### config.mk
export PLATFORM = sky130hd
export DESIGN_NAME = fp_align_add
export DESIGN_NICKNAME = d
export VERILOG_FILES = /design/src/rtl/fp_pkg.sv /design/src/rtl/fp_align_shifter.sv /design/src/rtl/fp_align_add.sv
export SDC_FILE = /design/constraint.sdc
export NUM_CORES = 1
export LEC_CHECK = 0
export ABC_AREA = 1
export ABC_CLOCK_PERIOD_IN_PS = 5050
export CORE_MARGIN = 2
export CORE_UTILIZATION = 40
export CTS_BUF_LIST = sky130_fd_sc_hd__clkbuf_8 sky130_fd_sc_hd__clkbuf_16
export DETAILED_ROUTE_END_ITERATION = 8
export PLACE_DENSITY_LB_ADDON = 0.3
export SLEW_MARGIN = 20
export SYNTH_ARGS = -nofsm -noshare
export SYNTH_HDL_FRONTEND = slang
export SYNTH_HIERARCHICAL = 1
export SYNTH_SLANG_ARGS = --single-unit
### constraint.sdc
create_clock -name clk -period 5.05 [get_ports clk]
set_input_delay 1.515 -clock clk [delete_from_list [all_inputs] [get_ports clk]]
set_output_delay 1.515 -clock clk [all_outputs]
set_load 0.02 [all_outputs]
### src/rtl/fp_pkg.sv
// Shared types and constants for the FP32 align/add stage.
package fp_pkg;

    localparam int WIDTH     = 32;
    localparam int MANT_BITS = 23;
    localparam int EXP_BITS  = 8;
    localparam int REM_MAX   = 25;

    typedef struct packed {
        logic                 sign;
        logic [EXP_BITS-1:0]  exp;
        logic [MANT_BITS-1:0] frac;
    } fp32_t;

    typedef enum logic [1:0] {IDLE, ALIGN, ADD, DONE} align_state_t;

    typedef logic [MANT_BITS:0]   mant_t;      // {hidden, fraction}
    typedef logic [MANT_BITS+1:0] sum_mant_t;  // {carry, hidden, fraction}
    typedef logic [4:0]           rem_t;

    // The hidden bit is implied by any non-zero exponent field.
    function automatic mant_t unpack_mant(input fp32_t x);
        return {|x.exp, x.frac};
    endfunction

endpackage

### src/rtl/fp_align_shifter.sv
// One alignment step: shifts the smaller mantissa right by at most SHIFT_STEP.
// With FP_ALIGN_STICKY_EN defined, shifted-out bits are ORed into bit 0.
module fp_align_shifter
    import fp_pkg::*;
#(
    parameter int SHIFT_STEP = 4
) (
    input  logic [MANT_BITS:0] mant_in,
    input  logic [4:0]         rem,
    output logic [MANT_BITS:0] mant_out,
    output logic [4:0]         rem_next
);

    localparam rem_t STEP = rem_t'(SHIFT_STEP);

    rem_t step;
`ifdef FP_ALIGN_STICKY_EN
    mant_t lost_mask;
`endif

    always_comb begin
        step     = (rem > STEP) ? STEP : rem;
        mant_out = mant_in >> step;
        rem_next = rem - step;
`ifdef FP_ALIGN_STICKY_EN
        lost_mask   = (mant_t'(1) << step) - mant_t'(1);
        mant_out[0] = mant_out[0] | (|(mant_in & lost_mask));
`endif
    end

endmodule

### src/rtl/fp_align_add.sv
// Multi-cycle FP32 exponent alignment and signed-magnitude mantissa add/sub.
// Optional sticky alignment under FP_ALIGN_STICKY_EN.
module fp_align_add
    import fp_pkg::*;
#(
    parameter int SHIFT_STEP = 4
) (
    input  logic                 clk,
    input  logic                 rst,
    input  logic                 in_valid,
    output logic                 in_ready,
    input  logic [WIDTH-1:0]     a,
    input  logic [WIDTH-1:0]     b,
    input  logic                 op,
    output logic                 out_valid,
    input  logic                 out_ready,
    output logic [MANT_BITS+1:0] result_mant,
    output logic [EXP_BITS-1:0]  exp_result,
    output logic                 sign_result
);

    align_state_t        state_q, state_d;
    mant_t               mant_l_q, mant_l_d;
    mant_t               mant_s_q, mant_s_d;
    logic [EXP_BITS-1:0] exp_l_q, exp_l_d;
    logic                sign_l_q, sign_l_d;
    logic                sign_s_q, sign_s_d;
    rem_t                rem_q, rem_d;
    sum_mant_t           res_mant_q, res_mant_d;
    logic [EXP_BITS-1:0] res_exp_q, res_exp_d;
    logic                res_sign_q, res_sign_d;

    fp32_t               a_f, b_f;
    logic [EXP_BITS-1:0] exp_diff;
    mant_t               shift_mant;
    rem_t                shift_rem;

    assign a_f = a;
    assign b_f = b;

    fp_align_shifter #(.SHIFT_STEP(SHIFT_STEP)) u_shifter (
        .mant_in  (mant_s_q),
        .rem      (rem_q),
        .mant_out (shift_mant),
        .rem_next (shift_rem)
    );

    always_comb begin
        // NOTE: every signal gets its hold value first so no path infers a latch.
        state_d    = state_q;
        mant_l_d   = mant_l_q;
        mant_s_d   = mant_s_q;
        exp_l_d    = exp_l_q;
        sign_l_d   = sign_l_q;
        sign_s_d   = sign_s_q;
        rem_d      = rem_q;
        res_mant_d = res_mant_q;
        res_exp_d  = res_exp_q;
        res_sign_d = res_sign_q;
        exp_diff   = '0;

        unique case (state_q)
            IDLE: begin
                if (in_valid) begin
                    // Equal exponents keep A as the larger-exponent operand.
                    if (b_f.exp > a_f.exp) begin
                        mant_l_d = unpack_mant(b_f);
                        sign_l_d = b_f.sign ^ op;
                        exp_l_d  = b_f.exp;
                        mant_s_d = unpack_mant(a_f);
                        sign_s_d = a_f.sign;
                        exp_diff = b_f.exp - a_f.exp;
                    end else begin
                        mant_l_d = unpack_mant(a_f);
                        sign_l_d = a_f.sign;
                        exp_l_d  = a_f.exp;
                        mant_s_d = unpack_mant(b_f);
                        sign_s_d = b_f.sign ^ op;
                        exp_diff = a_f.exp - b_f.exp;
                    end
                    rem_d   = (exp_diff > EXP_BITS'(REM_MAX)) ? rem_t'(REM_MAX) : exp_diff[4:0];
                    state_d = (rem_d != '0) ? ALIGN : ADD;
                end
            end
            ALIGN: begin
                mant_s_d = shift_mant;
                rem_d    = shift_rem;
                if (shift_rem == '0) state_d = ADD;
            end
            ADD: begin
                res_exp_d = exp_l_q;
                if (sign_l_q == sign_s_q) begin
                    res_mant_d = sum_mant_t'(mant_l_q) + sum_mant_t'(mant_s_q);
                    res_sign_d = sign_l_q;
                end else if (mant_l_q > mant_s_q) begin
                    res_mant_d = sum_mant_t'(mant_l_q - mant_s_q);
                    res_sign_d = sign_l_q;
                end else if (mant_s_q > mant_l_q) begin
                    res_mant_d = sum_mant_t'(mant_s_q - mant_l_q);
                    res_sign_d = sign_s_q;
                end else begin
                    res_mant_d = '0;
                    res_sign_d = 1'b0;
                end
                state_d = DONE;
            end
            DONE: begin
                if (out_ready) state_d = IDLE;
            end
            default: state_d = IDLE;
        endcase
    end

    // NOTE: sequential state uses non-blocking assignments only.
    always_ff @(posedge clk or posedge rst) begin
        if (rst) begin
            state_q    <= IDLE;
            mant_l_q   <= '0;
            mant_s_q   <= '0;
            exp_l_q    <= '0;
            sign_l_q   <= 1'b0;
            sign_s_q   <= 1'b0;
            rem_q      <= '0;
            res_mant_q <= '0;
            res_exp_q  <= '0;
            res_sign_q <= 1'b0;
        end else begin
            state_q    <= state_d;
            mant_l_q   <= mant_l_d;
            mant_s_q   <= mant_s_d;
            exp_l_q    <= exp_l_d;
            sign_l_q   <= sign_l_d;
            sign_s_q   <= sign_s_d;
            rem_q      <= rem_d;
            res_mant_q <= res_mant_d;
            res_exp_q  <= res_exp_d;
            res_sign_q <= res_sign_d;
        end
    end

    assign in_ready    = (state_q == IDLE);
    assign out_valid   = (state_q == DONE);
    assign result_mant = res_mant_q;
    assign exp_result  = res_exp_q;
    assign sign_result = res_sign_q;

endmodule

==> results of run 1 <==
worst register-to-register path, cell delays in order (launching register included):
cell	delay, ns
dfrtp_1	0.42
inv_1	0.11
ha_1	0.47
nand2_1	0.13
nand2_1	0.13
inv_1	0.10
nand2_1	0.14
inv_2	0.10
nand3_2	0.17
nand2_1	0.12
nand3_2	0.16
nor2_4	0.64
nand2_1	0.12
nand2_1	0.09
nand2_1	0.06
nand2_1	0.16
nand2_1	0.08
nand2_1	0.08
sequential cells by signal, summed over array words and instances (netlist names):
signal	cells
exp_l_q	8
exp_result	8
mant_l_q	24
mant_s_q	24
rem_q	5
result_mant	25
sign_l_q	1
sign_result	1
sign_s_q	1
state_q	2
path summary, 6_finish.rpt:
| kind | to | slack, ns | from | depth (start not counted) |
|---|---|---|---|---|
| setup / recovery | state_q[0]$_DFFE_PP0P_ | 1.16 | a[26] | 18 |
| hold / removal | result_mant[11]$_DFFE_PP0P_ | 0.48 | result_mant[11]$_DFFE_PP0P_ | 2 |
| setup reg to reg | result_mant[20]$_DFFE_PP0P_ | 1.71 | mant_l_q[8]$_DFFE_PP0P_ | 17 |
| hold reg to reg | result_mant[11]$_DFFE_PP0P_ | 0.48 | result_mant[11]$_DFFE_PP0P_ | 2 |
| max in group asynchronous | mant_s_q[18]$_DFFE_PP0P_ | 3.01 | rst | 3 |
| min in group asynchronous | result_mant[14]$_DFFE_PP0P_ | 1.62 | rst | 3 |
cells in the mapped netlist, types with 6 or more instances:
cell      count  area (µm²)
dfrtp_1      99        2480
nand2_4       9         101
buf_4        22         165
inv_1       300        1130
nor2_4        9         101
a31o_2        6        52.6
a31oi_1       6        37.5
inv_2         7        26.3
a21oi_2       6        52.6
nand3_1     122         611
ha_1         92        1150
nand4_1      50         313
nand2_2      10        62.6
a21oi_1     147         736
xor2_1       28         245
clkbuf_1     26        97.6
o22ai_1      23         144
buf_2        21         105
nor2_1      152         571
o21ai_1      13        65.1
buf_6        13         146
o21bai_1     10        75.1
o21ai_0     147         736
nor3_1       10        50.1
nand2_1     597        2240
layout make-up:
type                            count  area (µm²)  area share (%)
Clock buffer                        9         225            1.69
Clock inverter                      7        67.6           0.506
Inverter                          310        1170            8.76
Multi-Input combinational cell   1479        7760            58.2
Sequential cell                    99        2480            18.6
Tap cell                          390         488            3.66
Timing Repair Buffer              116        1160            8.66
stage by stage:
stage,utilization [%],area [µm²],instances
2_1_floorplan,-,11900,1973
3_3_place_gp,44.3,13100,2394
3_5_place_dp,44.3,13100,2394
4_1_cts,45.3,13300,2410
5_1_grt,45.3,13300,2410
6_report,45.3,13300,2410
per-layer routing:
layer | vias up | part of all wire, % | wire length (µm) | GRT usage [%]
met1 | 5980 | 46 | 18700 | 37.1
met3 | 78 | 7.1 | 2890 | 2.34
met4 | 0 | 3.4 | 1390 | 9.78
li1 | 6371 | - | - | -
met2 | 547 | 43 | 17700 | 41.4
met5 | - | 0 | 0 | 0
logic make-up after synthesis:
kind of cell,count (synthesis)
AOI/OAI and AO/OA,371
xor gates and xnor gates,32
adders and majority gates,97
buffers and inverters,395
DFF,99
other,1
and+or+nand+nor,978
==> impl_metrics.tcl, run 1 <==
set metrics [dict create \
    status "completed" \
    setup_slack_ns 1.16 \
    syn_inst 1973 \
    dr_total_vias 12976 \
    grt_max_degree 100 \
    crit_arrival_ns 4.18 \
    crit_top_cell "nand2_1" \
    hp-class "reg2reg" \
    wl_mm 40.7 \
    crit_family "simple AND/OR/NAND/NOR gates" \
    synth_flop_cell "dfrtp_1" \
    drive_gt1_share_pct 4.80 \
    critPathCaptureType "flop" \
    synth-simple-area-share_pct 35.3 \
    fin_crit_ns 3.89 \
    dp_slack_ns 0.736 \
    synthDistinctLibCells 50 \
    viasPerCell 5.38 \
    hold_viol_final 0 \
    maxSlewHeadroom_pct 36.9 \
    max_freq_mhz 257 \
    grt_pass1_wl_mm 64.3 \
    worstMarginPinSlew_ns 0.946 \
    critPathRequiredTime_ns 5.33 \
    cts_max_level 3 \
    synth-compound-area-share_pct 16.9 \
    cp_slowest_cell "a21oi_2" \
    firstDrtPassIters 7 \
    max_cap_violations 0 \
    period_share_pct 77.1 \
    initial_core_util_pct 40.5 \
    dieArea_um2 31200 \
    grt_pass1_vias 11902 \
    rsz0062_at_grt "no" \
    core_area_um2 29500 \
    track_usage_pct 26.2 \
    place.port_buffers 104 \
    whs_ns 0.480 \
    area_delta_synth_final_pct 11.9 \
    syn-cell-area_um2 11900 \
    place_congestion 1.02 \
    drc_errors 0 \
    yosysSeqAreaShare_pct 20.8 \
    ys_ff_latch 99 \
    root_buffer "clkbuf_16" \
    criticalPathCategory "in2reg" \
    synth_fp_nets 2139 \
    startpoint_type "input pin" \
    drtAntennaViolNets 0 \
    drv_slew 0 \
    antenna_found_initial 0 \
    synth_xor_area_share_pct 2.35 \
    chipWidth_um 177 \
    cts_setup_buffers 0 \
    clk_pin_slew_ns 0.09 \
    avgSynthCellArea_um2 6.05 \
    setup_tns_ns 0 \
    synth_top_family_by_area "simple AND/OR/NAND/NOR gates" \
    rows 63 \
    clock_latency_ns 0.38 \
    ctsLongestPathBuffers 2 \
    yosysWarnings 6 \
    die_h_um 177 \
    fin_skew_ns 0.0179 \
    final_common_cell "nand2_1" \
    cp_max_fo 16 \
    setup_viol 0 \
    mostFrequentLayoutCells "nand2_1 (597), inv_1 (298), nor2_1 (152)" \
    cts-resized-gates 0 \
    synthAdderAreaFrac_pct 10.5 \
    cts_made_buffers 9 \
    hpwlAfterDp_mm 32.3 \
    synthMuxAreaShare_pct 0 \
    drtIter0Drc 1422 \
    layout.nets 2181 \
    antennaDiodeCount 0 \
    ioPinCount 105 \
    grt_overflow 0 \
    path_cells "clkdlybuf4s50_1 > inv_1 > ha_1 > nand2_1 > nand2_1 > inv_1 > nand2_2 > nand2_1 > a21oi_2 > nand2_1 > nand2_1 > nand2_1 > nor2_2 > nand2_1 > inv_1 > nand2_1 > nand2_1 > nand2_1" \
    async_flop_share_pct 100 \
    critical_path.max_stage_delay_ns 0.51 \
    hold_buffers 0 \
    wire_per_inst_um 16.9 \
    cp_num_buf_inv 4 \
    final.fill_count 3176 \
    synth-edff-count 0 \
    clkSinkCount 99 \
    cts_tree "built" \
]
Power of run 1 is not shown: default switching activity piles up to over one toggle a cycle in this logic, so the estimate is an artifact.
==> run 2, diff against run 1 <==
ABC_CLOCK_PERIOD_IN_PS = 3850   (was 5050)
clock period = 3.85 ns   (was 5.05 ns; I/O delays follow)
==> run 2 against run 1 <==
- via count up 0.44%
- flip-flop and latch count stayed put
- count of clock-buffer cells in the layout stayed put
- critical path depth stayed put
- die area unchanged
- clock skew is 0.0035 ns lower
- hold slack better by 0.0012 ns
- sequential share of layout area fell by 0.17 points
- routed wire length is 0.91% higher
- cell area up 0.90%
==> impl_metrics.tcl, run 2 (synthesis results as in run 1) <==
set metrics [dict create \
    status "completed" \
    drtAntennaViolNets 0 \
    max_freq_mhz 295 \
    hpwlAfterDp_mm 32.9 \
    cp_slowest_cell "clkdlybuf4s50_1" \
    setup_tns_ns 0 \
    path_cells "clkdlybuf4s50_1 > inv_1 > ha_1 > nand2_2 > inv_2 > nand2_1 > nand2_2 > nand2_1 > a21oi_2 > nand2_1 > nand2_1 > nand2_1 > nor2_2 > nand2_1 > inv_1 > nand2_1 > nand2_1 > nand2_1" \
    final_common_cell "nand2_1" \
    crit_arrival_ns 3.67 \
    firstDrtPassIters 6 \
    r2r_slack_ns 0.64 \
    crit_family "simple AND/OR/NAND/NOR gates" \
    drc_errors 0 \
    ioPinCount 105 \
    drv_slew 0 \
    clkSinkCount 99 \
    layout.nets 2197 \
    max_cap_violations 0 \
    track_usage_pct 26.4 \
    wl_mm 41.0 \
    area_delta_synth_final_pct 12.9 \
    dr_total_vias 13033 \
    dieArea_um2 31200 \
    clk_pin_slew_ns 0.08 \
    period_share_pct 88.0 \
    ctsLongestPathBuffers 2 \
    largest_reg_flops 25 \
    worstReg2RegEnd "result_mant[21]$_DFFE_PP0P_" \
    ff2ff_path_depth 13 \
    core_area_um2 29500 \
    mostFrequentLayoutCells "nand2_1 (597), inv_1 (298), nor2_1 (152)" \
    root_buffer "clkbuf_16" \
    wire_per_inst_um 16.9 \
    viasPerCell 5.37 \
    cts_max_level 3 \
    crit_top_cell "nand2_1" \
    fin_area_um2 13500 \
    cp_max_fo 9 \
    fin_crit_ns 3.39 \
    critical_path.max_stage_delay_ns 0.49 \
    criticalPathCategory "in2reg" \
    grt_pass1_wl_mm 64.8 \
    fin_cells 2426 \
    maxSlewHeadroom_pct 32.1 \
    grt_pass1_vias 11952 \
    drtIter0Drc 1467 \
    place.port_buffers 104 \
    grt_overflow 0 \
    cp_num_cells 18 \
    grt_max_degree 70 \
    cts_setup_buffers 0 \
    startpoint_type "input pin" \
    hold_buffers 0 \
    hp-class "reg2reg" \
    drive_gt1_share_pct 5.50 \
    cp_num_buf_inv 4 \
    worstHoldPathCells 2 \
    rows 63 \
    holdPathEnd "result_mant[21]$_DFFE_PP0P_" \
    place_congestion 1.03 \
    chipWidth_um 177 \
    r2r_start "mant_s_q[18]$_DFFE_PP0P_" \
    dp_cells 2410 \
    cts_tree "built" \
    worstMarginPinSlew_ns 1.01 \
    critPathCaptureType "flop" \
    cts_made_buffers 9 \
    dpl-instance-area_um2 13200 \
    antenna_found_initial 0 \
    setup_viol 0 \
    rsz0062_at_grt "no" \
    clock_latency_ns 0.39 \
    initial_core_util_pct 40.5 \
    die_h_um 177 \
    hold_viol_final 0 \
    antennaDiodeCount 0 \
    whs_ns 0.481 \
    cts-resized-gates 0 \
    fin_skew_ns 0.0144 \
    min_from "result_mant[21]$_DFFE_PP0P_" \
    critPathRequiredTime_ns 4.13 \
]
## run 2: worst register-to-register path: cells and delay by family (launching register included)
family,cells,cell delay (ns)
compound gates,3,0.72
fa+ha+maj,1,0.59
buf+inv,1,0.30
flops,1,0.49
simple gates,8,1.06
## run 2: cell type report
cell class | count | area [µm²]
clock buffers | 9 | 225
clock inverters | 7 | 67.6
fillers | 3190 | 16000
inverters | 310 | 1170
multi-input cells | 1479 | 7760
flip-flops and latches | 99 | 2480
well taps | 390 | 488
repair buffers | 132 | 1280
## run 2: worst max-delay path by stage
stage	slack, ns	to	startpoint
3_5_place_dp	0.08	state_q[0]$_DFFE_PP0P_	a[25]
4_1_cts	0.49	state_q[0]$_DFFE_PP0P_	a[25]
6_report	0.46	state_q[0]$_DFFE_PP0P_	a[25]
5_1_grt	0.19	state_q[0]$_DFFE_PP0P_	a[26]
2_1_floorplan	0.10	exp_l_q[0]$_DFFE_PP0P_	rst
3_3_place_gp	0.13	state_q[0]$_DFFE_PP0P_	a[26]
## run 2: routing by layer
| metal | vias up | share of wire (%) | GRT usage (%) |
|---|---|---|---|
| li1 | 6386 | - | - |
| met1 | 5995 | 46 | 37.3 |
| met2 | 570 | 44 | 40.9 |
| met3 | 82 | 7.1 | 3.31 |
| met4 | 0 | 3.5 | 10.1 |
| met5 | - | 0 | 0 |
## run 2: stage by stage
step           worst slack (ns)  util (%)
6_report                  0.462      45.7
5_1_grt                   0.187      45.7
4_1_cts                   0.492      45.7
3_5_place_dp             0.0784      44.7
3_3_place_gp              0.134      44.7
2_1_floorplan             0.105         -
Power of run 2 is left out for the same reason.
==> run 3, diff against run 2 <==
ABC_AREA = not set   (was 1)
ABC_CLOCK_PERIOD_IN_PS = 4300   (was 3850)
GPL_ROUTABILITY_DRIVEN = 0   (was not set)
clock period = 4.3 ns   (was 3.85 ns; I/O delays follow)
==> run 3 against run 2 <==
- register-to-register slack worse by 0.02 ns
- cell count shrank 30%
- routed wire length down 28%
- utilization increased by 2.0 points
- synthesized cell count decreased by 34%
- die area is 14% lower
- flip-flop and latch count is the same
- sequential share of layout area up 2.3 points
- first-iteration DRC count decreased by 43%
- largest cell class unchanged
- critical path depth decreased by 5
- hold slack better by 0.0019 ns
- non-clock buffer count is 12 higher
- critical path type unchanged
==> impl_metrics.tcl, run 3 <==
set metrics [dict create \
    status "completed" \
    power_frac_clock_pct 7.6 \
    startpoint_type "input pin" \
    drc_errors 0 \
    avgSynthCellArea_um2 7.89 \
    grt_overflow 0 \
    final_util_pct 47.6 \
    hold_buffers 0 \
    mostFrequentLayoutCells "a21oi_1 (130), nand2_1 (128), o21ai_0 (113)" \
    fin_skew_ns 0.00806 \
    crit_path_start "a[23]" \
    cts-resized-gates 0 \
    wire_per_inst_um 17.2 \
    pwr-share-comb_pct 74.8 \
    p_leak_nw 5.23 \
    cts_max_level 3 \
    dieArea_um2 26900 \
    drtIter0Drc 840 \
    syn-cell-area_um2 10200 \
    synth_fp_nets 1465 \
    synthDistinctLibCells 86 \
    core_area_um2 25200 \
    cts_tree "built" \
    cts_made_buffers 9 \
    period_share_pct 94.5 \
    synth_most_common_cell "a21oi_1" \
    max_cap_violations 0 \
    worstMarginPinSlew_ns 0.824 \
    drtAntennaViolNets 0 \
    syn_inst 1299 \
    drv_slew 0 \
    fin_crit_ns 4.07 \
    grt_max_degree 58 \
    die_h_um 164 \
    chipWidth_um 164 \
    clock_latency_ns 0.37 \
    rows 58 \
    ioPinCount 105 \
    initial_core_util_pct 40.7 \
    synthTopCellsByArea "dfrtp_1 (24%), ha_1 (11%), mux2i_1 (6.9%)" \
    power_frac_seq_pct 17.6 \
    ys_ff_latch 99 \
    wl_mm 29.4 \
    setup_viol 0 \
    ctsLongestPathBuffers 2 \
    layout.nets 1541 \
    final_common_cell "a21oi_1" \
    p_int_mw 4.98 \
    viasPerCell 5.76 \
    path_cells "clkdlybuf4s50_1 > ha_1 > inv_1 > fa_1 > a21o_1 > a21oi_1 > o21ai_1 > a21boi_2 > nor4b_1 > or3b_1 > nand2_1 > and4b_1 > a211o_1" \
    dp_slack_ns -0.116 \
    antennaDiodeCount 0 \
    yosysSeqAreaShare_pct 24.2 \
    place.port_buffers 104 \
    max_freq_mhz 246 \
    dpl-instance-area_um2 11700 \
    track_usage_pct 21.6 \
    fin_cells 1710 \
    fin_area_um2 12000 \
    cp_max_fo 5 \
    yosysWarnings 6 \
    largest_reg_flops 25 \
    criticalPathCategory "in2reg" \
    hold_viol_final 0 \
    grt_pass1_vias 8965 \
    p_per_area_nw_per_um2 909 \
    antenna_found_initial 0 \
    critical_path.max_stage_delay_ns 0.52 \
    synth_top_area_share_pct 24.2 \
    min_from "exp_l_q[5]$_DFFE_PP0P_" \
    worstHoldPathCells 2 \
    max-vdd-ir-drop_uv 671 \
    drive_gt1_share_pct 7.75 \
    dr_total_vias 9848 \
    netlist_top_cells_count "a21oi_1 (131), nand2_1 (129), o21ai_0 (114)" \
    setup_slack_ns 0.234 \
    hp-class "reg2reg" \
    synth.largest_area_cell "dfrtp_1" \
    clkSinkCount 99 \
    p_switching_mw 5.92 \
    grt_pass1_wl_mm 46.9 \
    cts_setup_buffers 0 \
    critPathCaptureType "flop" \
    synth_flop_cell "dfrtp_1" \
    r2r_start "mant_s_q[12]$_DFFE_PP0P_" \
    clk_pin_slew_ns 0.08 \
    switching_share_pct 54.3 \
    crit_arrival_ns 4.32 \
    hpwlAfterDp_mm 22.8 \
    cp_slowest_cell "clkdlybuf4s50_1" \
    critPathRequiredTime_ns 4.55 \
    root_buffer "clkbuf_16" \
    synth-edff-count 0 \
    firstDrtPassIters 7 \
    ff2ff_path_depth 11 \
    async_flop_share_pct 100 \
    rsz0062_at_grt "no" \
    area_delta_synth_final_pct 17.1 \
    maxSlewHeadroom_pct 45.0 \
    dp_cells 1694 \
]
-- run 3: cell types whose count changed in the layout (fill, tap and decap cells not counted), sizes merged, moves of 17 or more --
cell,previous run,this run
o21ai,161,125
mux2,0,17
nor2,167,109
mux2i,0,71
nand4,51,7
xor2,28,10
a21o,1,20
nand2,616,129
a21oi,154,132
o221ai,1,29
inv,312,109
nand3,127,11
-- run 3: cell type report --
cell class | instances | area, µm²
Timing Repair Buffer | 144 | 1370
Clock inverter | 7 | 71.3
Fill cell | 2483 | 13200
Inverter | 105 | 397
Sequential cell | 99 | 2480
Clock buffer | 9 | 225
Tap cell | 330 | 413
Multi-Input combinational cell | 1016 | 7040
-- run 3: logic make-up (layout without fill, tap and decap cells) --
kind of cell	count (synthesis)	in the layout	share of synthesized area (%)
and+or+nand+nor	352	352	15.9
AOI/OAI and AO/OA	449	449	28.9
DFF	99	99	24.2
buffers and inverters	184	265	7.46
xor gates and xnor gates	29	29	2.48
adders and majority gates	97	97	12.2
other	1	1	0.0366
muxes	88	88	8.80
-- run 3: metal layers --
metal	part of all wire (%)	wire length, µm	up-vias	GRT usage, %
met3	6.3	1850	36	3.64
met5	0	0	-	0
met4	1.3	371	0	4.67
met2	43	12800	303	32.2
li1	-	-	4805	-
met1	49	14400	4704	32.5
-- run 3: path summary, 6_finish.rpt --
kind / end / slack [ns]
max: state_q[1]$_DFFE_PP0P_ / 0.23
max in group asynchronous: exp_result[7]$_DFFE_PP0P_ / 2.25
min: exp_l_q[5]$_DFFE_PP0P_ / 0.48
max reg2reg: result_mant[1]$_DFFE_PP0P_ / 0.62
min reg2reg: exp_l_q[5]$_DFFE_PP0P_ / 0.48
min in group asynchronous: mant_s_q[3]$_DFFE_PP0P_ / 1.34
-- run 3: through the flow --
stage | total power, mW | hold WS, ns | setup TNS [ns]
after floorplan | 7.78 | 0.444 | 0
after global placement | 9.78 | 0.460 | -0.0279
after detailed placement | 9.90 | 0.467 | -0.116
after CTS | 10.8 | 0.487 | 0
after global routing | 11.8 | 0.517 | 0
final | 10.9 | 0.483 | 0
-- run 3: power by group through the flow --
| stage | Combinational (mW) | Sequential (mW) | Clock [mW] |
|---|---|---|---|
| floorplan | 5.86 | 1.92 | 0 |
| global placement | 7.86 | 1.92 | 0 |
| detailed placement | 7.97 | 1.94 | 0 |
| CTS | 8.00 | 1.92 | 0.842 |
| global route | 8.92 | 2.00 | 0.880 |
| finish | 8.16 | 1.92 | 0.827 |
-- run 3: worst max-delay path: cells and delay by family --
kind	cells	cell delay, ns
AOI/OAI and AO/OA	5	1.05
buffers and inverters	2	0.58
adders and majority gates	2	0.57
and+or+nand+nor	4	0.83
Power figures use the tool's default switching activity.
